$ cat config.mk
export PLATFORM = sky130hd
export DESIGN_NAME = move_sequencer
export DESIGN_NICKNAME = d
export VERILOG_FILES = /design/src/rtl/move_sequencer.sv
export SDC_FILE = /design/constraint.sdc
export NUM_CORES = 1
export LEC_CHECK = 0
export ABC_AREA = 1
export BUFFER_PORTS_ARGS = -buffer_cell sky130_fd_sc_hd__buf_2
export CAP_MARGIN = 20
export CORE_MARGIN = 3
export CORE_UTILIZATION = 35
export CTS_BUF_LIST = sky130_fd_sc_hd__clkbuf_8
export CTS_CLUSTER_SIZE = 14
export DETAILED_ROUTE_END_ITERATION = 8
export GPL_TIMING_DRIVEN = 0
export HOLD_SLACK_MARGIN = 0.06
export PLACE_DENSITY_LB_ADDON = 0.2
export SLEW_MARGIN = 20
export SYNTH_ARGS = -nofsm -noshare
export SYNTH_HDL_FRONTEND = slang
export SYNTH_SLANG_ARGS = --single-unit
$ cat constraint.sdc
create_clock -name clk -period 4.1 [get_ports clk]
set_clock_uncertainty 0.2 [all_clocks]
set_input_delay 0.205 -clock clk [delete_from_list [all_inputs] [get_ports clk]]
set_output_delay 0.205 -clock clk [all_outputs]
set_load 0.01 [all_outputs]
$ cat src/rtl/move_sequencer.sv
// Connect-4 move controller: finds the landing row in a column, writes the piece,
// then walks the four line directions around it to detect a win or a full-board draw.
module move_sequencer (
    input  logic       clk,
    input  logic       rst,
    input  logic       start,
    input  logic [2:0] column,
    input  logic [1:0] piece,
    output logic [2:0] rd_row,
    output logic [2:0] rd_col,
    input  logic [1:0] rd_cell,
    output logic       wr_en,
    output logic [2:0] wr_row,
    output logic [2:0] wr_col,
    output logic [1:0] wr_cell,
    output logic       busy,
    output logic       done,
    output logic       illegal,
    output logic       win,
    output logic       draw,
    output logic [1:0] winner,
    output logic [2:0] last_row,
    output logic [5:0] move_count
);

    typedef enum logic [2:0] {
        IDLE,
        SCAN,
        WRITE,
        CHECK,
        WIN,
        RESULT,
        REJECT
    } state_t;

    localparam logic [5:0] CellsTotal = 6'd42;

    // A "sense" index packs direction in bits [2:1] (horizontal, vertical, diagonal,
    // anti-diagonal) and polarity in bit 0 (0 = plus, 1 = minus).
    function automatic logic signed [4:0] stepRow(input logic [2:0] row, input logic [2:0] sense,
                                                  input logic [1:0] k);
        logic signed [4:0] dr;
        dr = (sense[2:1] == 2'd0) ? 5'sd0 : 5'sd1;
        if (sense[0]) dr = -dr;
        return $signed({2'b00, row}) + $signed({3'b000, k}) * dr;
    endfunction

    function automatic logic signed [4:0] stepCol(input logic [2:0] col, input logic [2:0] sense,
                                                  input logic [1:0] k);
        logic signed [4:0] dc;
        case (sense[2:1])
            2'd0:    dc = 5'sd1;
            2'd1:    dc = 5'sd0;
            2'd2:    dc = 5'sd1;
            default: dc = -5'sd1;
        endcase
        if (sense[0]) dc = -dc;
        return $signed({2'b00, col}) + $signed({3'b000, k}) * dc;
    endfunction

    function automatic logic inBoard(input logic signed [4:0] r, input logic signed [4:0] c);
        return (r >= 5'sd0) && (r <= 5'sd5) && (c >= 5'sd0) && (c <= 5'sd6);
    endfunction

    // First sense at or after 'from' whose first step lands on the board; skipping
    // whole senses here is what lets off-board steps cost no cycle.
    function automatic logic [3:0] findSense(input logic [2:0] row, input logic [2:0] col,
                                             input logic [3:0] from);
        logic       found;
        logic [2:0] s;
        found = 1'b0;
        s     = 3'd0;
        for (int i = 0; i < 8; i++) begin
            if (!found && (4'(i) >= from) &&
                inBoard(stepRow(row, 3'(i), 2'd1), stepCol(col, 3'(i), 2'd1))) begin
                found = 1'b1;
                s     = 3'(i);
            end
        end
        return {found, s};
    endfunction

    state_t            state_q, state_d;
    logic [2:0]        col_q, col_d;
    logic [1:0]        piece_q, piece_d;
    logic [2:0]        row_q, row_d;
    logic [2:0]        sense_q, sense_d;
    logic [1:0]        k_q, k_d;
    logic [2:0]        runCount_q, runCount_d;
    logic              win_q, win_d;
    logic              draw_q, draw_d;
    logic [1:0]        winner_q, winner_d;
    logic [2:0]        lastRow_q, lastRow_d;
    logic [5:0]        moveCount_q, moveCount_d;

    logic signed [4:0] curRow, curCol;
    logic              nextSameOk;
    logic [3:0]        firstSense, nextSense;
    logic              match;
    logic              advance;

    always_ff @(posedge clk) begin
        if (rst) begin
            state_q     <= IDLE;
            col_q       <= 3'd0;
            piece_q     <= 2'd0;
            row_q       <= 3'd0;
            sense_q     <= 3'd0;
            k_q         <= 2'd0;
            runCount_q  <= 3'd0;
            win_q       <= 1'b0;
            draw_q      <= 1'b0;
            winner_q    <= 2'd0;
            lastRow_q   <= 3'd0;
            moveCount_q <= 6'd0;
        end else begin
            state_q     <= state_d;
            col_q       <= col_d;
            piece_q     <= piece_d;
            row_q       <= row_d;
            sense_q     <= sense_d;
            k_q         <= k_d;
            runCount_q  <= runCount_d;
            win_q       <= win_d;
            draw_q      <= draw_d;
            winner_q    <= winner_d;
            lastRow_q   <= lastRow_d;
            moveCount_q <= moveCount_d;
        end
    end

    always_comb begin
        state_d     = state_q;
        col_d       = col_q;
        piece_d     = piece_q;
        row_d       = row_q;
        sense_d     = sense_q;
        k_d         = k_q;
        runCount_d  = runCount_q;
        win_d       = win_q;
        draw_d      = draw_q;
        winner_d    = winner_q;
        lastRow_d   = lastRow_q;
        moveCount_d = moveCount_q;
        rd_row      = 3'd0;
        rd_col      = 3'd0;
        wr_en       = 1'b0;
        wr_row      = 3'd0;
        wr_col      = 3'd0;
        wr_cell     = 2'd0;
        done        = 1'b0;
        illegal     = 1'b0;
        advance     = 1'b0;

        curRow     = stepRow(row_q, sense_q, k_q);
        curCol     = stepCol(col_q, sense_q, k_q);
        nextSameOk = (k_q != 2'd3) &&
                     inBoard(stepRow(row_q, sense_q, k_q + 2'd1), stepCol(col_q, sense_q, k_q + 2'd1));
        firstSense = findSense(row_q, col_q, 4'd0);
        nextSense  = findSense(row_q, col_q, {1'b0, sense_q} + 4'd1);
        match      = inBoard(curRow, curCol) && (rd_cell == piece_q);

        case (state_q)
            IDLE: begin
                if (start) begin
                    col_d   = column;
                    piece_d = piece;
                    if (column > 3'd6 || piece == 2'b00 || piece == 2'b11 || win_q || draw_q) begin
                        state_d = REJECT;
                    end else begin
                        row_d   = 3'd5;
                        state_d = SCAN;
                    end
                end
            end
            SCAN: begin
                rd_row = row_q;
                rd_col = col_q;
                if (rd_cell == 2'b00) begin
                    state_d = WRITE;
                end else if (row_q == 3'd0) begin
                    state_d = REJECT;
                end else begin
                    row_d = row_q - 3'd1;
                end
            end
            WRITE: begin
                wr_en       = 1'b1;
                wr_row      = row_q;
                wr_col      = col_q;
                wr_cell     = piece_q;
                moveCount_d = (moveCount_q == CellsTotal) ? moveCount_q : moveCount_q + 6'd1;
                lastRow_d   = row_q;
                runCount_d  = 3'd1;
                if (firstSense[3]) begin
                    sense_d = firstSense[2:0];
                    k_d     = 2'd1;
                    state_d = CHECK;
                end else begin
                    if (moveCount_d == CellsTotal) draw_d = 1'b1;
                    state_d = RESULT;
                end
            end
            CHECK: begin
                rd_row = curRow[2:0];
                rd_col = curCol[2:0];
                if (match) begin
                    runCount_d = runCount_q + 3'd1;
                    if (runCount_q == 3'd3) begin
                        state_d = WIN;
                    end else if (nextSameOk) begin
                        k_d = k_q + 2'd1;
                    end else begin
                        advance = 1'b1;
                    end
                end else begin
                    advance = 1'b1;
                end
                // The run count carries from the plus sense into the minus sense of the
                // same line and restarts only when the direction changes.
                if (advance) begin
                    if (nextSense[3]) begin
                        sense_d = nextSense[2:0];
                        k_d     = 2'd1;
                        if (nextSense[2:1] != sense_q[2:1]) runCount_d = 3'd1;
                    end else begin
                        if (moveCount_q == CellsTotal) draw_d = 1'b1;
                        state_d = RESULT;
                    end
                end
            end
            WIN: begin
                win_d    = 1'b1;
                winner_d = piece_q;
                state_d  = RESULT;
            end
            RESULT: begin
                done    = 1'b1;
                state_d = IDLE;
            end
            REJECT: begin
                illegal = 1'b1;
                state_d = IDLE;
            end
            default: state_d = IDLE;
        endcase
    end

    assign busy       = (state_q != IDLE);
    assign win        = win_q;
    assign draw       = draw_q;
    assign winner     = winner_q;
    assign last_row   = lastRow_q;
    assign move_count = moveCount_q;

endmodule
======== Word level (Yosys, flattened, before mapping) ========
Cells that the tools add are included.
word-level totals
  word-level logic and storage cells ...... 253
  output and inout port bits .............. 31
  register bits after elaboration ......... 32
  input bits .............................. 10
operators by class
  multiplexer cells ....................... 84
  multipliers ............................. 4
  reductions and logical operators ........ 82
  magnitude comparators ................... 29
  eq/ne operators ......................... 27
  $add $sub $neg .......................... 15
operators by type and width
  operator                                                         number
  two-way mux 3 bit                                                32
  logical AND 1 bit                                                49
  two-way mux 1 bit                                                31
  >= comparator 5 x 1 -> 1 bit (second input constant)             6
  less-or-equal comparator 5 x 4 -> 1 bit (second input constant)  6
  one-hot mux 3 bit (2 select lines)                               5
  inequality test 2 bit (second input constant)                    12
  adder 4 x 5 -> 5 bit                                             4
  multiplier 3 x 5 -> 5 bit                                        4
  two-way mux 2 bit                                                9
  >= comparator 3 x 4 -> 1 bit (first input constant)              4
  one-hot mux 3 bit (5 select lines)                               1
  zero test 1 bit                                                  14
  adder 3 x 1 -> 4 bit (second input constant)                     3
  == test 6 bit (second input constant)                            2
  adder 4 x 1 -> 5 bit (second input constant)                     2
  two-way mux 5 bit                                                2
  one-hot mux 5 bit (2 select lines)                               1
  == test 3 x 2 -> 1 bit (second input constant)                   3
  == test 3 bit (second input constant)                            3
  >= comparator 1 x 4 -> 1 bit (first input constant)              2
  >= comparator 2 x 4 -> 1 bit (first input constant)              2
  >= comparator 4 x 1 -> 1 bit (second input constant)             2
  less-or-equal comparator 4 x 3 -> 1 bit (second input constant)  2
  28 further kinds                                                 40

======== Depth between registers and ports, before layout ========
Gate-level depths: netlist of the first run.
  word-level depth ........................ 39
  depth in mapped cells ................... 27
  mapped depth without buffers ............ 26

======== Least setup slack after synthesis of the first run ========
No wires, ideal clock.
  path type ............................... reg2reg
  from .................................... reg sense_q[1]
  to ...................................... reg sense_q[0]
  clock period less this slack ............ 3.856 ns
  required time ........................... 3.770 ns
  arrival time ............................ 3.526 ns
  setup slack ............................. 0.244 ns
  stages on the path, launching flop included .. 24
  buffers on the path ..................... 1
  setup time .............................. 0.130 ns
  cell sequence ........................... dfxtp_1 -> clkbuf_8 -> nand2_4 -> ha_1 -> o21ai_0 -> nor2_1 -> ha_1 -> inv_1 -> fa_1 -> fa_1 -> o31ai_1 -> nor2_1 -> nand2_1 -> nor2_1 -> nand2_1 -> inv_1 -> nand2_1 -> nand2_1 -> nand2_1 -> o211ai_2 -> inv_2 -> nand2_1 -> nand2_1 -> nor2_1
on the way
  longest elaborated chain between the ends .. 35
  elaborated cells on any way between the ends .. 90
  those cells by class .................... 7 x add/sub; 4 x mul; 16 x order compare; 4 x eq/ne; 26 x mux; 33 x reduce/logical
RTL lines
  element                                                                 line  source
  start, declared                                                         87    logic [2:0] sense_q, sense_d;
  start signal, assigned                                                  121   sense_q <= sense_d;
  parallel branches: the longest is 35 deep, another holds negator 5 bit  --
Parallel ways; which one is timed is not known. The select of a mux whose other input is x is not followed.
A chain may end at the register's enable or synchronous reset.

======== Worst setup path in the final report of the first run ========
  from .................................... reg sense_q[1]
  to ...................................... reg runCount_q[1]
on the way
  longest elaborated chain between the ends .. 37
  elaborated cells on any way between the ends .. 89
  those cells by class .................... 7 x add/sub; 4 x mul; 16 x order compare; 3 x eq/ne; 27 x mux; 32 x reduce/logical
RTL lines
  element                                                                 line  source
  parallel branches: the longest is 35 deep, another holds negator 5 bit  --
  two-way mux 3 bit *                                                     221   if (advance) begin
  one-hot mux 3 bit (2 select lines) *                                    163   case (state_q)
  end signal, assigned                                                    123   runCount_q <= runCount_d;
  end, declared                                                           89    logic [2:0] runCount_q, runCount_d;
Mark *: on every way between the ends. The select of a mux whose other input is x is not followed.

==> out/metrics.yaml, run 1 <==
run_status:
  status: "finished, final reports clean"
clocking:
  cts_inserted_buffers: 5
  cts.clk_slew.worst_paths_ps: 70
  cts_max_level: 2
  worstSkewPairLatency_ps: 290
  clockBufferDepth: 2
  root_buffer: "clkbuf_8"
  cts_sinks: 32
  cts_tree: "yes"
logic_synthesis:
  synth_top_area_share_pct: 19.31
  ys_top_cells_by_count: "97 x inv_1, 85 x nand2_1, 61 x nor2_1"
  synth_seq_area_share_pct: 19.31
  synth_edf_count: 0
  ys.flop_type: "dfxtp_1"
  synth_nets: 563
  yosys_warnings: 0
  async_reset_ff_share_pct: 0
  synthCells: 498
  yosys_register_bits: 32
  syn_avg_cell_area_um2: 6.663
  synth_most_common_cell: "inv_1"
  yosysTopAreaCell: "dfxtp_1"
  yosys-top-cells-area: "dfxtp_1 19%, ha_1 17%, inv_1 11%"
  ys_types: 44
  syn-cell-area_mm2: 0.003318
worst_setup_path:
  crit_start: "sense_q[1]"
  worst-r2r-setup-slack_ps: 280
  crit_slowest_cell: "fa_2"
  critPathTopFamily: "adder cells"
  crit_path_end_kind: "flop"
  rr_startpoint: "sense_q[1]"
  critical-path-max-stage-delay_ps: 550
  timing.rr.end: "runCount_q[1]"
  critPathLaunchType: "flop"
  critical_path_class: "flop to flop"
  cp_data_arrival_time_ps: 3780
  critPathBufInv: 3
  required_ps: 4060
  cp_num_cells: 22
  reg2reg_depth: 22
  path_cells: "buf_8 > nand2_8 > ha_4 > nand2_2 > nand2_2 > nor2_1 > ha_1 > inv_2 > fa_2 > fa_2 > o31ai_1 > nor2_1 > nand2_1 > nor2_2 > nand2_4 > nor2_1 > nor2_1 > nand2_1 > inv_1 > nand2_2 > nand2_1 > a21oi_2"
  path_common_cell: "nor2_1"
  critPathMaxFanout: 8
floorplan:
  start_util_pct: 36.97
  ios: 41
  die_h_um: 103.4
  die_x_um: 103.4
  num_rows: 34
  core_area_mm2: 0.008976
  die_area_mm2: 0.01068
final_layout:
  n_antenna_cell: 0
  postLayoutCellArea_mm2: 0.004050
  final_nets: 625
  area_growth_syn_to_layout_pct: 22.06
  drive_above_1_share_pct: 18.89
sta:
  finalHoldViolCount: 0
  finalMaxSlewViolations: 0
  worst_pin_slew_ps: 618.2
  setup_viol: 0
  period_minus_slack_ps: 3819
  maxSlewHeadroom_pct: 57.72
  min_period_over_period_pct: 93.15
  fin_ws_ps: 280.6
  fmax_mhz: 261.8
global_routing:
  grt_overflow: 0
  grt_max_degree: 12
  grt_first_pass_wirelength_um: 14870
  grtUsageTotal_pct: 17.47
  first_global_vias: 3182
  antenna_found_initial: 0
detailed_routing:
  vias_per_cell: 4.897
  vias: 3364
  drc: 0
  dr.pass1.iters: 4
  drt_iter0_markers: 146
  wire_per_inst_um: 13.07
  ant_nets: 0
  drt-total-wl_um: 8980
hold_path:
  min_path_cells: 3
  min_path_type: "primary input to flop"
  worstHoldEndpoint: "row_q[1]"
  min_from: "start"
placement:
  portBuffers: 40
  place_congestion: 0.8941
  place_area_mm2: 0.003676
  dp_hpwl_um: 7194
  pre_cts_ws_ps: -532.7
pwr:
  peakVddDrop_mv: 0.2473
  p_leak_nw: 2.021
  power_density_mw_per_mm2: 525.6
run:
  drv_cap: 0
## layer usage
metal	GRT usage (%)	routed length, µm
met4	3.586	133
met3	2.616	462
met1	22.90	4191
met5	0	0
met2	30.39	4191
## per-stage QoR
step	TNS, ps	instances	utilization (%)	power [mW]	hold slack, ps
finish	0	687	45.12	2.129	94.48
global route	-39.64	687	45.12	2.365	138.4
CTS	0	680	43.41	2.095	92.36
detailed placement	-4712	664	40.95	1.734	246.3
global placement	-4296	664	40.95	1.713	244.6
floorplan	0	498	-	1.384	74.07
## cells by family after synthesis
kind of cell,count (synthesis),synth area share (%)
xor+xnor,11,2.903
compound gates,96,16.52
buf+inv,108,12.52
fa+ha+maj,55,23.00
flops,32,19.31
simple gates,196,25.75
## placed cells by master (no fill, tap or decap), drive strengths merged, types with 2 or more instances in the layout
cell type,synthesis,layout
a21oi,40,40
a31oi,4,4
buf,1,51
clkbuf,5,9
clkinv,1,2
dfxtp,32,32
dlygate4sd3,0,6
fa,10,10
ha,45,45
inv,101,101
nand2,88,88
nand3,23,23
nand3b,2,2
nand4,5,5
nor2,65,65
nor3,7,7
nor4,3,3
o211ai,4,4
o21a,2,2
o21ai,31,31
o22ai,6,6
o31ai,2,2
xnor2,4,4
xor2,7,7
## worst max-delay path by stage
stage | endpoint | slack (ps)
after floorplan | sense_q[0] | 240
after global placement | sense_q[0] | -510
after detailed placement | sense_q[0] | -530
after CTS | k_q[0] | 20
after global routing | sense_q[0] | -20
final | runCount_q[1] | 280
## flip-flops by register name (all words and copies together), names as in the netlist, 3 cells and up
signal / flops
col_q: 3
last_row: 3
move_count: 6
row_q: 3
runCount_q: 3
sense_q: 3
state_q: 3
## final cells by class
class | count | area [µm²]
buffer | 6 | 33.78
clock buffer | 5 | 68.82
clock inverter | 3 | 42.54
fill | 942 | 4926
inverter | 102 | 387.9
multi-input combinational | 358 | 2381
sequential | 32 | 650.6
tap | 126 | 157.7
timing repair buffer | 55 | 327.8
## report_power, final
group / leakage (nW) / switching (mW) / total [mW] / internal, mW
sequential: 0.264 / 0.101 / 0.500 / 0.399
clock: 0.0541 / 0.133 / 0.313 / 0.180
combinational: 1.70 / 0.867 / 1.32 / 0.449
## what timing repair did
item                       in CTS  in global routing
gates cloned                    0                  0
setup buffers                   2                  7
pin swaps                       9                 21
hold endpoints to repair        9                  0
gates resized for setup        13                 33
hold buffers                    6                  0
setup endpoints to repair      12                 12
## worst min-delay path: cells and delay by family
family	cells	cell delay, ps
compound gates	2	240
buf+inv	1	100
Power figures use the tool's default switching activity.
==> run 2: changes to the inputs <==
BUFFER_PORTS_ARGS = -buffer_cell sky130_fd_sc_hd__buf_4   (was -buffer_cell sky130_fd_sc_hd__buf_2)
==> run 2 against run 1 <==
Compared with the run above: critical path depth unchanged; maximum frequency decreased by 0.58%; die area unchanged; first-iteration DRC count increased by 28%; final cell count increased by 1.2%; setup slack got worse by 22 ps; sequential share of layout area decreased by 0.62 points; combinational power increased by 5%; critical path type unchanged; largest power group unchanged.
==> out/metrics.yaml, run 2 (same netlist as run 1, synthesis figures left out) <==
global_routing:
  grt.busiest_layer: "met2"  # unchanged
  antenna_found_initial: 0  # unchanged
  use_met2_pct: 29.46  # was 30.39%
  grt_first_pass_wirelength_um: 15200  # was 14870 µm
  grt_max_degree: 12  # unchanged
  grtUsageTotal_pct: 17.90  # was 17.47%
  first_global_vias: 3281  # was 3182
  grt_overflow: 0  # unchanged
  grtUsageMet1_pct: 24.09  # was 22.90%
  met3_usage_pct: 3.890  # was 2.616%
final_layout:
  drive_above_1_share_pct: 19.51  # was 18.89%
  fillers: 931  # was 942
  final_nets: 633  # was 625
  largest_reg_flops: 6  # unchanged
  fin_cells: 695  # was 687
  area_growth_syn_to_layout_pct: 26.43  # was 22.06%
  layout_commonest_cell: "inv_1"  # unchanged
  final_cell_mix: "94 x inv_1, 78 x nand2_1, 58 x buf_4"  # was 92 x inv_1, 79 x nand2_1, 52 x nor2_1
  n_antenna_cell: 0  # unchanged
worst_setup_path:
  reg2reg_depth: 22  # unchanged
  path_common_cell: "nor2_1"  # unchanged
  rr_startpoint: "sense_q[1]"  # unchanged
  critical_path_class: "flop to flop"  # unchanged
  critPathLaunchType: "flop"  # unchanged
  timing.rr.end: "runCount_q[2]"  # was runCount_q[1]
  crit_slowest_cell: "fa_1"  # was fa_2
  critPathMaxFanout: 8  # unchanged
  worst-r2r-setup-slack_ps: 260  # was 280 ps
  crit_path_end_kind: "flop"  # unchanged
  critical-path-max-stage-delay_ps: 520  # was 550 ps
  cp_data_arrival_time_ps: 3800  # was 3780 ps
  path_cells: "buf_8 > nand2_2 > ha_4 > o21ai_4 > buf_4 > nor2_1 > ha_1 > inv_1 > fa_1 > fa_1 > o31ai_1 > nor2_1 > nand2_1 > nor2_2 > nand2_4 > nor2_1 > nor2_1 > nand2_1 > inv_1 > nand2_2 > nand2_1 > a21oi_2"  # was buf_8 > nand2_8 > ha_4 > nand2_2 > nand2_2 > nor2_1 > ha_1 > inv_2 > fa_2 > fa_2 > o31ai_1 > nor2_1 > nand2_1 > nor2_2 > nand2_4 > nor2_1 > nor2_1 > nand2_1 > inv_1 > nand2_2 > nand2_1 > a21oi_2
  required_ps: 4060  # about the same
floorplan:
  core_area_mm2: 0.008976  # unchanged
  die_area_mm2: 0.01068  # unchanged
  die_h_um: 103.4  # unchanged
  die_x_um: 103.4  # unchanged
  num_rows: 34  # unchanged
  start_util_pct: 36.97  # unchanged
  ios: 41  # unchanged
detailed_routing:
  vias: 3345  # was 3364
  wire_per_inst_um: 13.06  # was 13.07 µm
  drt-total-wl_um: 9077  # was 8980 µm
  dr.pass1.iters: 4  # unchanged
  ant_nets: 0  # unchanged
  drc: 0  # unchanged
  drt_iter0_markers: 187  # was 146
  vias_per_cell: 4.813  # was 4.897
sta:
  finalHoldViolCount: 0  # unchanged
  finalMaxSlewViolations: 0  # unchanged
  fmax_mhz: 260.3  # was 261.8 MHz
  period_minus_slack_ps: 3842  # was 3819 ps
  hold_ws_ps: 71.98  # was 94.48 ps
  min_period_over_period_pct: 93.70  # was 93.15%
  worst_pin_slew_ps: 598.4  # was 618.2 ps
  setup_viol: 0  # unchanged
  maxSlewHeadroom_pct: 59.07  # was 57.72%
run_status:
  status: "finished, final reports clean"  # unchanged
pwr:
  peakVddDrop_mv: 0.2574  # was 0.2473 mV
  p_leak_nw: 2.062  # was 2.021 nW
  power_density_mw_per_mm2: 525.1  # was 525.6 mW/mm²
clocking:
  root_buffer: "clkbuf_8"  # unchanged
  cts_tree: "yes"  # unchanged
  cts_sinks: 32  # unchanged
  worstSkewPairLatency_ps: 290  # about the same
  cts.clk_slew.worst_paths_ps: 80  # was 70 ps
  cts_max_level: 2  # unchanged
  clockBufferDepth: 2  # unchanged
  cts_inserted_buffers: 5  # unchanged
placement:
  dp_cells: 664  # unchanged
  portBuffers: 40  # unchanged
  dp_hpwl_um: 7192  # was 7194 µm
  place_congestion: 0.8832  # was 0.8941
hold_path:
  min_from: "start"  # unchanged
  min_path_type: "primary input to flop"  # unchanged
  worstHoldEndpoint: "row_q[1]"  # unchanged
  min_path_cells: 3  # unchanged
run:
  drv_cap: 0  # unchanged
==> run 2: per-stage QoR <==
step	util, %	instance area (µm²)	total power [mW]	setup TNS (ps)	setup slack (ps)
detailed placement	42.07	3776	1.774	-4565	-529.3
global route	46.74	4195	2.441	-77.31	-33.85
global placement	42.07	3776	1.755	-4194	-500.3
floorplan	-	3318	1.384	0	243.8
finish	46.74	4195	2.203	0	258.5
CTS	44.72	4014	2.156	0	20.68
==> run 2: layout make-up <==
| class | count | area (µm²) | area share (%) |
|---|---|---|---|
| sequential | 32 | 648.1 | 15.45 |
| clock inverter | 3 | 42.54 | 1.014 |
| multi-input combinational | 358 | 2371 | 56.52 |
| clock buffer | 5 | 68.82 | 1.640 |
| tap | 126 | 157.7 | 3.758 |
| timing repair buffer | 63 | 485.5 | 11.57 |
| inverter | 102 | 387.9 | 9.245 |
| buffer | 6 | 33.78 | 0.8052 |
==> run 2: repair_timing <==
action                                 4_1_cts  5_1_grt
resized for setup                           11       29
hold buffers                                 5        0
pin swaps                                   10       18
endpoints found under the hold margin        8        0
buffers inserted                             7       11
setup endpoints to repair                   12       12
==> run 2: worst max path at each step <==
stage                from            end  slack [ps]  cells past startpoint
2_1_floorplan  sense_q[1]     sense_q[0]         240                     23
3_3_place_gp   sense_q[1]     sense_q[0]        -500                     23
3_5_place_dp   sense_q[1]     sense_q[0]        -530                     23
4_1_cts        sense_q[1]     sense_q[0]          20                     25
5_1_grt        sense_q[1]     sense_q[0]         -30                     26
6_report       sense_q[1]  runCount_q[2]         260                     22
==> run 2: worst max-delay path: cells and delay by family (launching register included) <==
| family | cells | cell delay (ps) |
|---|---|---|
| DFF | 1 | 340 |
| AOI/OAI and AO/OA | 3 | 410 |
| buffers and inverters | 4 | 410 |
| and+or+nand+nor | 11 | 900 |
| adders and majority gates | 4 | 1410 |
==> run 2: where the power goes <==
group | internal [mW] | switching [mW] | leakage, nW
registers | 0.398 | 0.101 | 0.264
clock network | 0.180 | 0.131 | 0.0541
logic | 0.520 | 0.873 | 1.74
total | 1.10 | 1.10 | 2.06
==> run 2: layer usage <==
layer  wire length (µm)  vias to the layer above  part of all wire (%)
met5                  0                        -                     0
met4                 67                        0                  0.74
met1               4305                     1526                    47
met3                437                        4                   4.8
li1                   -                     1749                     -
met2               4267                       66                    47
==> run 3: changes to the inputs <==
CORE_UTILIZATION = 55   (was 35)
HOLD_SLACK_MARGIN = 0.02   (was 0.06)
PLACE_DENSITY_LB_ADDON = 0.25   (was 0.2)
==> run 3 against run 2 <==
Compared with the run above: die area fell by 34%; power fell by 0.24%; critical path depth fell by 3; wire length fell by 3.1%; sequential share of layout area rose by 0.38 points; register-to-register slack got worse by 70 ps; worst hold slack got worse by 45 ps; setup slack got worse by 67 ps; highest routed layer unchanged.
==> out/metrics.yaml, run 3 (same netlist as run 1, synthesis figures left out) <==
run_status:
  status: "finished, final reports clean"  # unchanged
detailed_routing:
  vias_per_cell: 5.473  # was 4.813
  dr.pass1.iters: 5  # was 4
  ant_nets: 0  # unchanged
  drt-total-wl_um: 8798  # was 9077 µm
  drc: 0  # unchanged
  vias: 3459  # was 3345
  drt_iter0_markers: 257  # was 187
  wire_per_inst_um: 13.92  # was 13.06 µm
final_layout:
  final_nets: 624  # was 633
  drive_above_1_share_pct: 19.82  # was 19.51%
  final_util_pct: 72.00  # was 46.74%
  n_antenna_cell: 0  # unchanged
  layout_commonest_cell: "inv_1"  # unchanged
  postLayoutCellArea_mm2: 0.004086  # was 0.004195 mm²
  multi_input_area_mm2: 0.002406  # was 0.002371 mm²
  largest_reg_flops: 6  # unchanged
  area_growth_syn_to_layout_pct: 23.15  # was 26.43%
  final_cell_mix: "92 x inv_1, 81 x nand2_1, 52 x buf_4"  # was 94 x inv_1, 78 x nand2_1, 58 x buf_4
  register_area_um2: 646.9  # was 648.1 µm²
  fillers: 496  # was 931
sta:
  worst_pin_slew_ps: 568.3  # was 598.4 ps
  period_minus_slack_ps: 3908  # was 3842 ps
  fmax_mhz: 255.9  # was 260.3 MHz
  min_period_over_period_pct: 95.33  # was 93.70%
  hold_ws_ps: 26.59  # was 71.98 ps
  finalMaxSlewViolations: 0  # unchanged
  maxSlewHeadroom_pct: 61.13  # was 59.07%
  finalHoldViolCount: 0  # unchanged
  setup_viol: 0  # unchanged
floorplan:
  num_rows: 27  # was 34
  die_x_um: 83.67  # was 103.4 µm
  ios: 41  # unchanged
  die_h_um: 83.67  # was 103.4 µm
  core_area_mm2: 0.005675  # was 0.008976 mm²
  start_util_pct: 58.47  # was 36.97%
  die_area_mm2: 0.007001  # was 0.01068 mm²
worst_setup_path:
  path_cells: "buf_8 > nor2_4 > nor2_4 > inv_2 > nor2_1 > inv_1 > ha_1 > inv_1 > fa_1 > fa_1 > o21bai_1 > nor4_1 > nand3_1 > nor2_4 > nand2_1 > nand2_1 > nand3_1 > o21ai_0 > a21oi_1"  # was buf_8 > nand2_2 > ha_4 > o21ai_4 > buf_4 > nor2_1 > ha_1 > inv_1 > fa_1 > fa_1 > o31ai_1 > nor2_1 > nand2_1 > nor2_2 > nand2_4 > nor2_1 > nor2_1 > nand2_1 > inv_1 > nand2_2 > nand2_1 > a21oi_2
  critPathBufInv: 4  # unchanged
  timing.rr.end: "k_q[0]"  # was runCount_q[2]
  critical_path_class: "flop to flop"  # unchanged
  crit_slowest_cell: "fa_1"  # unchanged
  critPathTopFamily: "simple AND/OR/NAND/NOR gates"  # was adder cells
  critPathLaunchType: "flop"  # unchanged
  critical-path-max-stage-delay_ps: 560  # was 520 ps
  worst-r2r-setup-slack_ps: 190  # was 260 ps
  reg2reg_depth: 19  # was 22
  required_ps: 4060  # about the same
  path_common_cell: "nor2_4"  # was nor2_1
  rr_startpoint: "sense_q[1]"  # unchanged
  cp_data_arrival_time_ps: 3870  # was 3800 ps
  crit_path_end_kind: "flop"  # unchanged
  critPathMaxFanout: 6  # was 8
clocking:
  cts_inserted_buffers: 5  # unchanged
  cts_max_level: 2  # unchanged
  cts_tree: "yes"  # unchanged
  clockBufferDepth: 2  # unchanged
  cts_sinks: 32  # unchanged
  cts.clk_slew.worst_paths_ps: 70  # was 80 ps
  worstSkewPairLatency_ps: 290  # about the same
  root_buffer: "clkbuf_8"  # unchanged
global_routing:
  grtUsageTotal_pct: 24.66  # was 17.90%
  grt_overflow: 0  # unchanged
  grt.busiest_layer: "met2"  # unchanged
  antenna_found_initial: 0  # unchanged
  grtUsageMet1_pct: 32.65  # was 24.09%
  use_met2_pct: 42.30  # was 29.46%
  first_global_vias: 3257  # was 3281
  grt_max_degree: 12  # unchanged
  grt_first_pass_wirelength_um: 14600  # was 15200 µm
  met3_usage_pct: 4.047  # was 3.890%
hold_path:
  min_path_cells: 3  # unchanged
  worstHoldEndpoint: "col_q[1]"  # was row_q[1]
  min_path_type: "primary input to flop"  # unchanged
  min_from: "column[1]"  # was start
pwr:
  power_density_mw_per_mm2: 537.8  # was 525.1 mW/mm²
  p_leak_nw: 2.049  # was 2.062 nW
  power_mw: 2.198  # was 2.203 mW
  peakVddDrop_mv: 0.4013  # was 0.2574 mV
placement:
  place_congestion: 0.9302  # was 0.8832
  portBuffers: 40  # unchanged
  place_area_mm2: 0.003709  # was 0.003776 mm²
  dp_hpwl_um: 6741  # was 7192 µm
run:
  drv_cap: 0  # unchanged
[run 3: cell count changes in the layout (fill, tap and decap cells not counted), sizes merged]
cell and delta:
buf -6, dlygate4sd3 -3
[run 3: layout make-up]
cell class	count	share of cell area (%)
sequential	32	15.83
timing repair buffer	54	10.04
clock inverter	3	1.041
inverter	102	9.492
tap	72	2.205
multi-input combinational	358	58.88
clock buffer	5	1.684
buffer	6	0.8267
[run 3: worst max-delay path by stage]
stage | end | from | cells past startpoint
floorplan | sense_q[0] | sense_q[1] | 23
finish | k_q[0] | sense_q[1] | 19
detailed placement | sense_q[0] | sense_q[2] | 23
global route | k_q[0] | sense_q[1] | 19
CTS | sense_q[0] | sense_q[1] | 23
global placement | sense_q[0] | sense_q[2] | 22
[run 3: report_power, final]
part	total (mW)	switching (mW)	internal (mW)
Combinational	1.39	0.888	0.501
Clock	0.306	0.127	0.180
Sequential	0.503	0.105	0.397
[run 3: what timing repair did]
item                       4_1_cts  5_1_grt
pin swaps                        6       21
gates cloned                     0        0
resized for setup                9       37
hold endpoints to repair         5        0
setup endpoints to repair       12       12
hold buffers                     2        0
buffers inserted                 4        8
[run 3: worst register-to-register path, stage by stage, from the launching register on]
cell      delay (ps)
dfxtp_2          340
buf_8            140
nor2_4            70
nor2_4           140
inv_2             60
nor2_1           150
inv_1             60
ha_1             270
inv_1             40
fa_1             490
fa_1             560
o21bai_1          80
nor4_1           270
nand3_1          240
nor2_4           200
nand2_1          110
nand2_1           80
nand3_1           80
o21ai_0          160
a21oi_1           50
[run 3: per-stage QoR]
stage / TNS [ps] / cells / worst slack, ps
after CTS: 0 / 624 / 24.05
after floorplan: 0 / 498 / 243.8
after global placement: -3045 / 610 / -386.2
final: 0 / 632 / 191.5
after global routing: -90.16 / 632 / -41.99
after detailed placement: -3749 / 610 / -457.7
[run 3: layer usage]
metal | share of wire [%] | vias to the layer above
li1 | - | 1736
met2 | 46 | 124
met5 | 0 | -
met1 | 46 | 1581
met4 | 1.5 | 0
met3 | 6.4 | 18
